===== config.mk =====
export PLATFORM = sky130hd
export DESIGN_NAME = ball_motion
export DESIGN_NICKNAME = d
export VERILOG_FILES = /design/src/rtl/ball_motion.sv
export SDC_FILE = /design/constraint.sdc
export NUM_CORES = 1
export LEC_CHECK = 0
export ABC_AREA = 1
export BUFFER_PORTS_ARGS = -buffer_cell sky130_fd_sc_hd__buf_2
export CAP_MARGIN = 20
export CELL_PAD_IN_SITES_DETAIL_PLACEMENT = 1
export CELL_PAD_IN_SITES_GLOBAL_PLACEMENT = 1
export CORE_MARGIN = 5
export CORE_UTILIZATION = 30
export DETAILED_ROUTE_END_ITERATION = 12
export PLACE_DENSITY_LB_ADDON = 0.1
export SLEW_MARGIN = 40
export SYNTH_ARGS = -nofsm -noshare
export SYNTH_HDL_FRONTEND = slang
export SYNTH_SLANG_ARGS = --single-unit

===== constraint.sdc =====
create_clock -name clk -period 2.9 [get_ports clk]
set_input_delay 0.725 -clock clk [delete_from_list [all_inputs] [get_ports clk]]
set_output_delay 0.725 -clock clk [all_outputs]
set_load 0.05 [all_outputs]

===== src/rtl/ball_motion.sv =====
// ball_motion -- per-frame motion engine for the bouncing-balls design.
//
// On each accepted frame tick the engine steps a working border margin, then
// walks every ball through a CALC (candidate position) and a WRITE (clamp to
// the border and write back) cycle, and finally commits all working values to
// the outputs in a single cycle, so the renderer never sees a half-updated
// frame. Ticks that arrive while an update is running (including the commit
// cycle) are dropped.
//
// Optional feature macro: MARGIN_ANIM_EN
//   defined   - the border breathes 0..MARGIN_MAX..0, one pixel per frame
//   undefined - the border stays at 0 (full-screen bounds); the MARGIN state
//               still takes one cycle so the frame latency does not change
//
// Ports
//   clk        in   system clock
//   reset_n    in   synchronous active-low reset
//   ftick      in   one-cycle frame tick from the vga stage
//   margin     out  committed border width in pixels
//   ball_x     out  committed left edges, ball i at [10*i+9:10*i]
//   ball_y     out  committed top edges, same packing as ball_x
//   busy       out  high while an update is in progress
//   frame_done out  one-cycle pulse when new values are committed
module ball_motion #(
  parameter int NBALLS     = 4,
  parameter int BALL_SIZE  = 16,
  parameter int H_RES      = 640,
  parameter int V_RES      = 480,
  parameter int SPEED      = 2,
  parameter int MARGIN_MAX = 80
) (
  input  logic                   clk,
  input  logic                   reset_n,
  input  logic                   ftick,
  output logic [9:0]             margin,
  output logic [10*NBALLS-1:0]   ball_x,
  output logic [10*NBALLS-1:0]   ball_y,
  output logic                   busy,
  output logic                   frame_done
);

  // Reject parameter sets the clamp arithmetic cannot represent.
  if ((NBALLS < 1) || (NBALLS > 4) || (2 * MARGIN_MAX >= V_RES - BALL_SIZE)) begin : g_bad_params
    $error("ball_motion: illegal parameter combination");
  end

  typedef enum logic [2:0] {
    S_IDLE   = 3'd0,
    S_MARGIN = 3'd1,
    S_CALC   = 3'd2,
    S_WRITE  = 3'd3,
    S_COMMIT = 3'd4
  } state_t;

  state_t state_r;
  state_t state_s;

  logic [1:0]         idx_r;
  logic               last_s;
  logic [9:0]         wm_s;          // working margin for the current frame
  logic [9:0]         x_r  [NBALLS];
  logic [9:0]         y_r  [NBALLS];
  logic               dx_r [NBALLS];  // 1 = moving right
  logic               dy_r [NBALLS];  // 1 = moving down
  logic signed [10:0] cx_r;
  logic signed [10:0] cy_r;
  logic signed [10:0] lo_s;
  logic signed [10:0] xhi_s;
  logic signed [10:0] yhi_s;
  logic [9:0]         nx_s;
  logic [9:0]         ny_s;
  logic               ndx_s;
  logic               ndy_s;

  function automatic logic [9:0] init_x(input int i);
    init_x = 10'd100 + 10'd120 * 10'(i);
  endfunction

  function automatic logic [9:0] init_y(input int i);
    init_y = 10'd60 + 10'd80 * 10'(i);
  endfunction

  function automatic logic init_dx(input int i);
    init_dx = ((i % 2) == 0);
  endfunction

  function automatic logic init_dy(input int i);
    init_dy = (i < 2);
  endfunction

  assign last_s = (idx_r == 2'(NBALLS - 1));

  // State register.
  always_ff @(posedge clk) begin
    if (!reset_n) begin
      state_r <= S_IDLE;
    end else begin
      state_r <= state_s;
    end
  end

  // Next-state logic; ticks are only accepted in IDLE.
  always_comb begin
    state_s = state_r;
    case (state_r)
      S_IDLE: begin
        if (ftick) begin
          state_s = S_MARGIN;
        end else begin
          state_s = S_IDLE;
        end
      end
      S_MARGIN: state_s = S_CALC;
      S_CALC:   state_s = S_WRITE;
      S_WRITE: begin
        if (last_s) begin
          state_s = S_COMMIT;
        end else begin
          state_s = S_CALC;
        end
      end
      S_COMMIT: state_s = S_IDLE;
      default:  state_s = S_IDLE;
    endcase
  end

`ifdef MARGIN_ANIM_EN
  logic [9:0] wm_r;
  logic       shrink_r;

  // Border breathing: the turning value is held for one frame because the
  // direction flips on the same step that reaches it.
  always_ff @(posedge clk) begin
    if (!reset_n) begin
      wm_r     <= 10'd0;
      shrink_r <= 1'b0;
    end else if (state_r == S_MARGIN) begin
      if (shrink_r) begin
        wm_r <= wm_r - 10'd1;
        if (wm_r == 10'd1) begin
          shrink_r <= 1'b0;
        end
      end else begin
        wm_r <= wm_r + 10'd1;
        if (wm_r == 10'(MARGIN_MAX - 1)) begin
          shrink_r <= 1'b1;
        end
      end
    end
  end

  assign wm_s = wm_r;
`else
  assign wm_s = 10'd0;
`endif

  // Clamp the candidate of the current ball against this frame's border.
  always_comb begin
    lo_s  = $signed({1'b0, wm_s});
    xhi_s = $signed(11'(H_RES - BALL_SIZE)) - lo_s;
    yhi_s = $signed(11'(V_RES - BALL_SIZE)) - lo_s;
    nx_s  = cx_r[9:0];
    ndx_s = dx_r[idx_r];
    ny_s  = cy_r[9:0];
    ndy_s = dy_r[idx_r];
    if (cx_r > xhi_s) begin
      nx_s  = xhi_s[9:0];
      ndx_s = 1'b0;
    end else if (cx_r < lo_s) begin
      nx_s  = lo_s[9:0];
      ndx_s = 1'b1;
    end else begin
      nx_s  = cx_r[9:0];
      ndx_s = dx_r[idx_r];
    end
    if (cy_r > yhi_s) begin
      ny_s  = yhi_s[9:0];
      ndy_s = 1'b0;
    end else if (cy_r < lo_s) begin
      ny_s  = lo_s[9:0];
      ndy_s = 1'b1;
    end else begin
      ny_s  = cy_r[9:0];
      ndy_s = dy_r[idx_r];
    end
  end

  // Working ball state: candidate computation in CALC, write-back in WRITE.
  always_ff @(posedge clk) begin
    if (!reset_n) begin
      idx_r <= 2'd0;
      cx_r  <= 11'sd0;
      cy_r  <= 11'sd0;
      for (int i = 0; i < NBALLS; i++) begin
        x_r[i]  <= init_x(i);
        y_r[i]  <= init_y(i);
        dx_r[i] <= init_dx(i);
        dy_r[i] <= init_dy(i);
      end
    end else begin
      case (state_r)
        S_MARGIN: idx_r <= 2'd0;
        S_CALC: begin
          if (dx_r[idx_r]) begin
            cx_r <= $signed({1'b0, x_r[idx_r]}) + $signed(11'(SPEED));
          end else begin
            cx_r <= $signed({1'b0, x_r[idx_r]}) - $signed(11'(SPEED));
          end
          if (dy_r[idx_r]) begin
            cy_r <= $signed({1'b0, y_r[idx_r]}) + $signed(11'(SPEED));
          end else begin
            cy_r <= $signed({1'b0, y_r[idx_r]}) - $signed(11'(SPEED));
          end
        end
        S_WRITE: begin
          x_r[idx_r]  <= nx_s;
          y_r[idx_r]  <= ny_s;
          dx_r[idx_r] <= ndx_s;
          dy_r[idx_r] <= ndy_s;
          idx_r       <= idx_r + 2'd1;
        end
        default: idx_r <= idx_r;
      endcase
    end
  end

  // Committed outputs: all fields change together in the COMMIT cycle.
  always_ff @(posedge clk) begin
    if (!reset_n) begin
      margin     <= 10'd0;
      busy       <= 1'b0;
      frame_done <= 1'b0;
      for (int i = 0; i < NBALLS; i++) begin
        ball_x[10*i +: 10] <= init_x(i);
        ball_y[10*i +: 10] <= init_y(i);
      end
    end else begin
      busy       <= (state_s != S_IDLE);
      frame_done <= (state_r == S_COMMIT);
      if (state_r == S_COMMIT) begin
        margin <= wm_s;
        for (int i = 0; i < NBALLS; i++) begin
          ball_x[10*i +: 10] <= x_r[i];
          ball_y[10*i +: 10] <= y_r[i];
        end
      end
    end
  end

endmodule


==> results.py <==
metrics = {
    "global_routing": {
        "top_usage_layer": "met2",
        "overflow": 0,
        "grt_pass1_vias": 7436,
        "gr-usage-all-layers_pct": 17.80,
        "grt_max_degree": 82,
        "grt_util_met1_pct": 24.62,
        "grt_use_met3_pct": 2.715,
        "grt_use_met2_pct": 29.68,
        "grt_pass1_wl_um": 45500,
        "antenna_found_initial": 0,
    },
    "synth": {
        "synthSimpleGateAreaFrac_pct": 22.89,
        "muxShareOfSynthArea_pct": 0,
        "synthDistinctLibCells": 34,
        "yosysWarnings": 0,
        "synthAdderAreaFrac_pct": 2.875,
        "netlist_instances": 1042,
        "synth_top_family_by_area": "simple AND/OR/NAND/NOR gates",
        "synthesis.area_um2": 8790,
        "synth.ff_latch_count": 199,
        "yosysSeqAreaShare_pct": 55.12,
        "synth_xor_area_share_pct": 0.6975,
        "avgSynthCellArea_um2": 8.435,
        "synth_compound_area_share_pct": 10.70,
    },
    "layout": {
        "drive_gt1_share_pct": 14.62,
        "nNetsFinal": 1151,
        "final_core_util_pct": 35.96,
        "fin_area_um2": 10350,
        "multiInputGateArea_um2": 3333,
        "syn_to_final_growth_pct": 17.75,
        "n_fill_cell": 3415,
        "ff_latch_area_um2": 4845,
        "n_antenna_cell": 0,
        "stdcell_count": 1526,
    },
    "outcome": {
        "status": "finished clean",
    },
    "clock_network": {
        "clock_path_buffers": 2,
        "ctsResizeCount": 0,
        "clkTransAtPathRegs_ns": 0.08,
        "clock-root-buffer": "clkbuf_16",
        "ctsHoldBuffers": 0,
        "cts_tree": "built",
        "postCtsSetupBuffers": 0,
        "cts-buffers-inserted": 17,
        "insertion_delay_ns": 0.45,
        "cts.htree.levels": 4,
        "clock-sinks": 199,
    },
    "floorplan": {
        "fp.coreArea_um2": 28780,
        "die_height_um": 181.2,
        "design.portCount": 95,
        "start_util_pct": 30.54,
        "rows": 62,
        "dieArea_um2": 32820,
        "die_w_um": 181.2,
    },
    "worst_setup_path": {
        "cp_top_family": "simple AND/OR/NAND/NOR gates",
        "crit_path_frequent_cell": "nand2_1",
        "critical_path_class": "flop to flop",
        "slowest_delay_ns": 0.50,
        "end_kind": "flop",
        "arrival_ns": 2.95,
        "critPathMaxFanout": 30,
        "cp_data_required_time_ns": 3.24,
        "crit_slowest_cell": "ha_1",
        "crit_path_start_kind": "flop",
        "path_cells": "buf_4, nand2_1, nand3_1, nand2_1, ha_1, nand3_1, nand2_1, nand2_1, nor2_1, nor2_1, nand2_1, nand2_1, o21ai_0, inv_1",
        "path_buf_inv": 2,
    },
    "sta": {
        "tightest_slew_ns": 0.7564,
        "min_period_over_period_pct": 89.86,
        "setup_tns_ns": 0,
        "timing.final.max_slew_violations": 0,
        "finalSetupViolations": 0,
        "finalHoldViolCount": 0,
        "rsz0062_at_grt": "false",
        "min_period_ns": 2.606,
        "timing.fmax_ghz": 0.3837,
        "slew_headroom_pct": 49.26,
        "fin_skew_ns": 0.02340,
    },
    "routing": {
        "routed_wl_um": 29280,
        "first_pass_iters": 5,
        "via_count": 7317,
        "drc": 0,
        "ant_nets": 0,
        "wl_per_cell_um": 19.19,
        "dr.first_iter.drc_count": 396,
        "vias_per_cell": 4.795,
    },
    "place": {
        "gp_congestion": 0.8609,
        "numPortBuffers": 84,
        "place_inst": 1493,
        "dp_hpwl_um": 21080,
        "placed_cell_area_um2": 9741,
    },
    "worst_hold_path": {
        "min_path_type": "flop to flop",
    },
    "power": {
        "power_density_nw_per_um2": 572.9,
        "p_leak_nw": 4.493,
        "vdd_drop_max_mv": 0.3368,
    },
    "flow_run": {
        "max-cap-violations": 0,
    },
}
-- synthesized netlist by cell type, drive strengths merged --
library cell	count	area share [%]
fa	2	0.46
o211ai	6	0.51
inv	91	3.9
a21boi	1	0.085
a31oi	2	0.14
o21bai	4	0.34
nor2	183	8.3
or3	1	0.071
xor2	5	0.50
clkbuf	36	1.5
a21oi	39	2.3
nand2	206	9.0
nand3	75	4.3
nand4	11	0.78
buf	30	2.2
or2	1	0.071
dfxtp	113	26
o22ai	13	0.93
edfxtp	86	29
xnor2	2	0.20
conb	1	0.043
ha	17	2.4
o21ai	110	6.3
nor3	5	0.47
o31ai	2	0.17
-- worst min-delay path, stage by stage, from the launching register on --
cell and delay (ns):
dfxtp_1 0.33, nand2_1 0.05, nand3_1 0.05
-- per-layer routing --
metal | vias to the layer above | routed length [um]
li1 | 3580 | -
met3 | 17 | 1033
met2 | 123 | 13900
met1 | 3597 | 14000
met5 | - | 0
met4 | 0 | 350
-- area by class of cell --
cell class              instances  share of cell area, %
clock buffers                  19                  4.183
clock inverters                13                  1.511
inverters                      91                  3.300
multi-input cells             699                  32.21
flip-flops and latches        199                  46.81
well taps                     384                  4.642
repair buffers                121                  7.350
-- stage by stage --
step / setup slack [ns] / total power, W / hold WS (ns)
global placement: 0.3257 / 0.003578 / 0.4343
CTS: 0.2640 / 0.005997 / 0.4608
detailed placement: 0.2569 / 0.003580 / 0.4400
global route: 0.002115 / 0.006154 / 0.4736
floorplan: 0.09352 / 0.003397 / 0.4531
finish: 0.2940 / 0.005929 / 0.4573
-- cell usage in the layout, fill, tap and decap left out, types with 5 or more instances in the layout --
master,netlist,routed
nand2_1,204,204
nor2_1,179,179
dfxtp_1,113,113
o21ai_0,110,110
edfxtp_1,86,86
inv_1,86,85
buf_2,14,84
nand3_1,75,75
a21oi_1,38,38
buf_4,14,32
ha_1,17,17
clkbuf_16,0,17
conb_1,1,14
o22ai_1,13,13
nand4_1,11,11
o211ai_1,6,6
inv_2,5,5
xor2_1,5,5
clkinv_8,0,5
inv_6,0,5
buf_12,0,5
-- logic make-up (layout without fill, tap and decap cells) --
logic type / count (synthesis) / count (layout)
AOI/OAI and AO/OA: 177 / 177
xor gates and xnor gates: 7 / 7
adders and majority gates: 19 / 19
buffers and inverters: 157 / 244
DFF: 199 / 199
other: 1 / 14
and+or+nand+nor: 482 / 482
-- final timing paths --
check                          startpoint                      end  slack [ns]  cells past startpoint
setup / recovery                     flop     cy_r[7]$_SDFFE_PN0P_        0.29                     14
hold / removal    ball_x[17]$_SDFFE_PN1P_  ball_x[17]$_SDFFE_PN1P_        0.46                      2
setup reg to reg                     flop     cy_r[7]$_SDFFE_PN0P_        0.29                     14
hold reg to reg   ball_x[17]$_SDFFE_PN1P_  ball_x[17]$_SDFFE_PN1P_        0.46                      2
-- where the power goes --
| group | internal [W] | switching (W) | total (W) |
|---|---|---|---|
| sequential | 0.00297 | 0.0000487 | 0.00302 |
| combinational | 0.000134 | 0.000353 | 0.000487 |
| clock | 0.00117 | 0.00125 | 0.00242 |
| total | 0.00427 | 0.00165 | 0.00593 |
-- registers in the layout, indices dropped and copies added, names as in the netlist, named ones only --
register	flops
idx_r	2
dx_r	4
frame_done	1
ball_y	40
busy	1
dy_r	4
state_r	3
cx_r	11
x_r	40
y_r	40
ball_x	40
cy_r	11
Power figures use the tool's default switching activity.
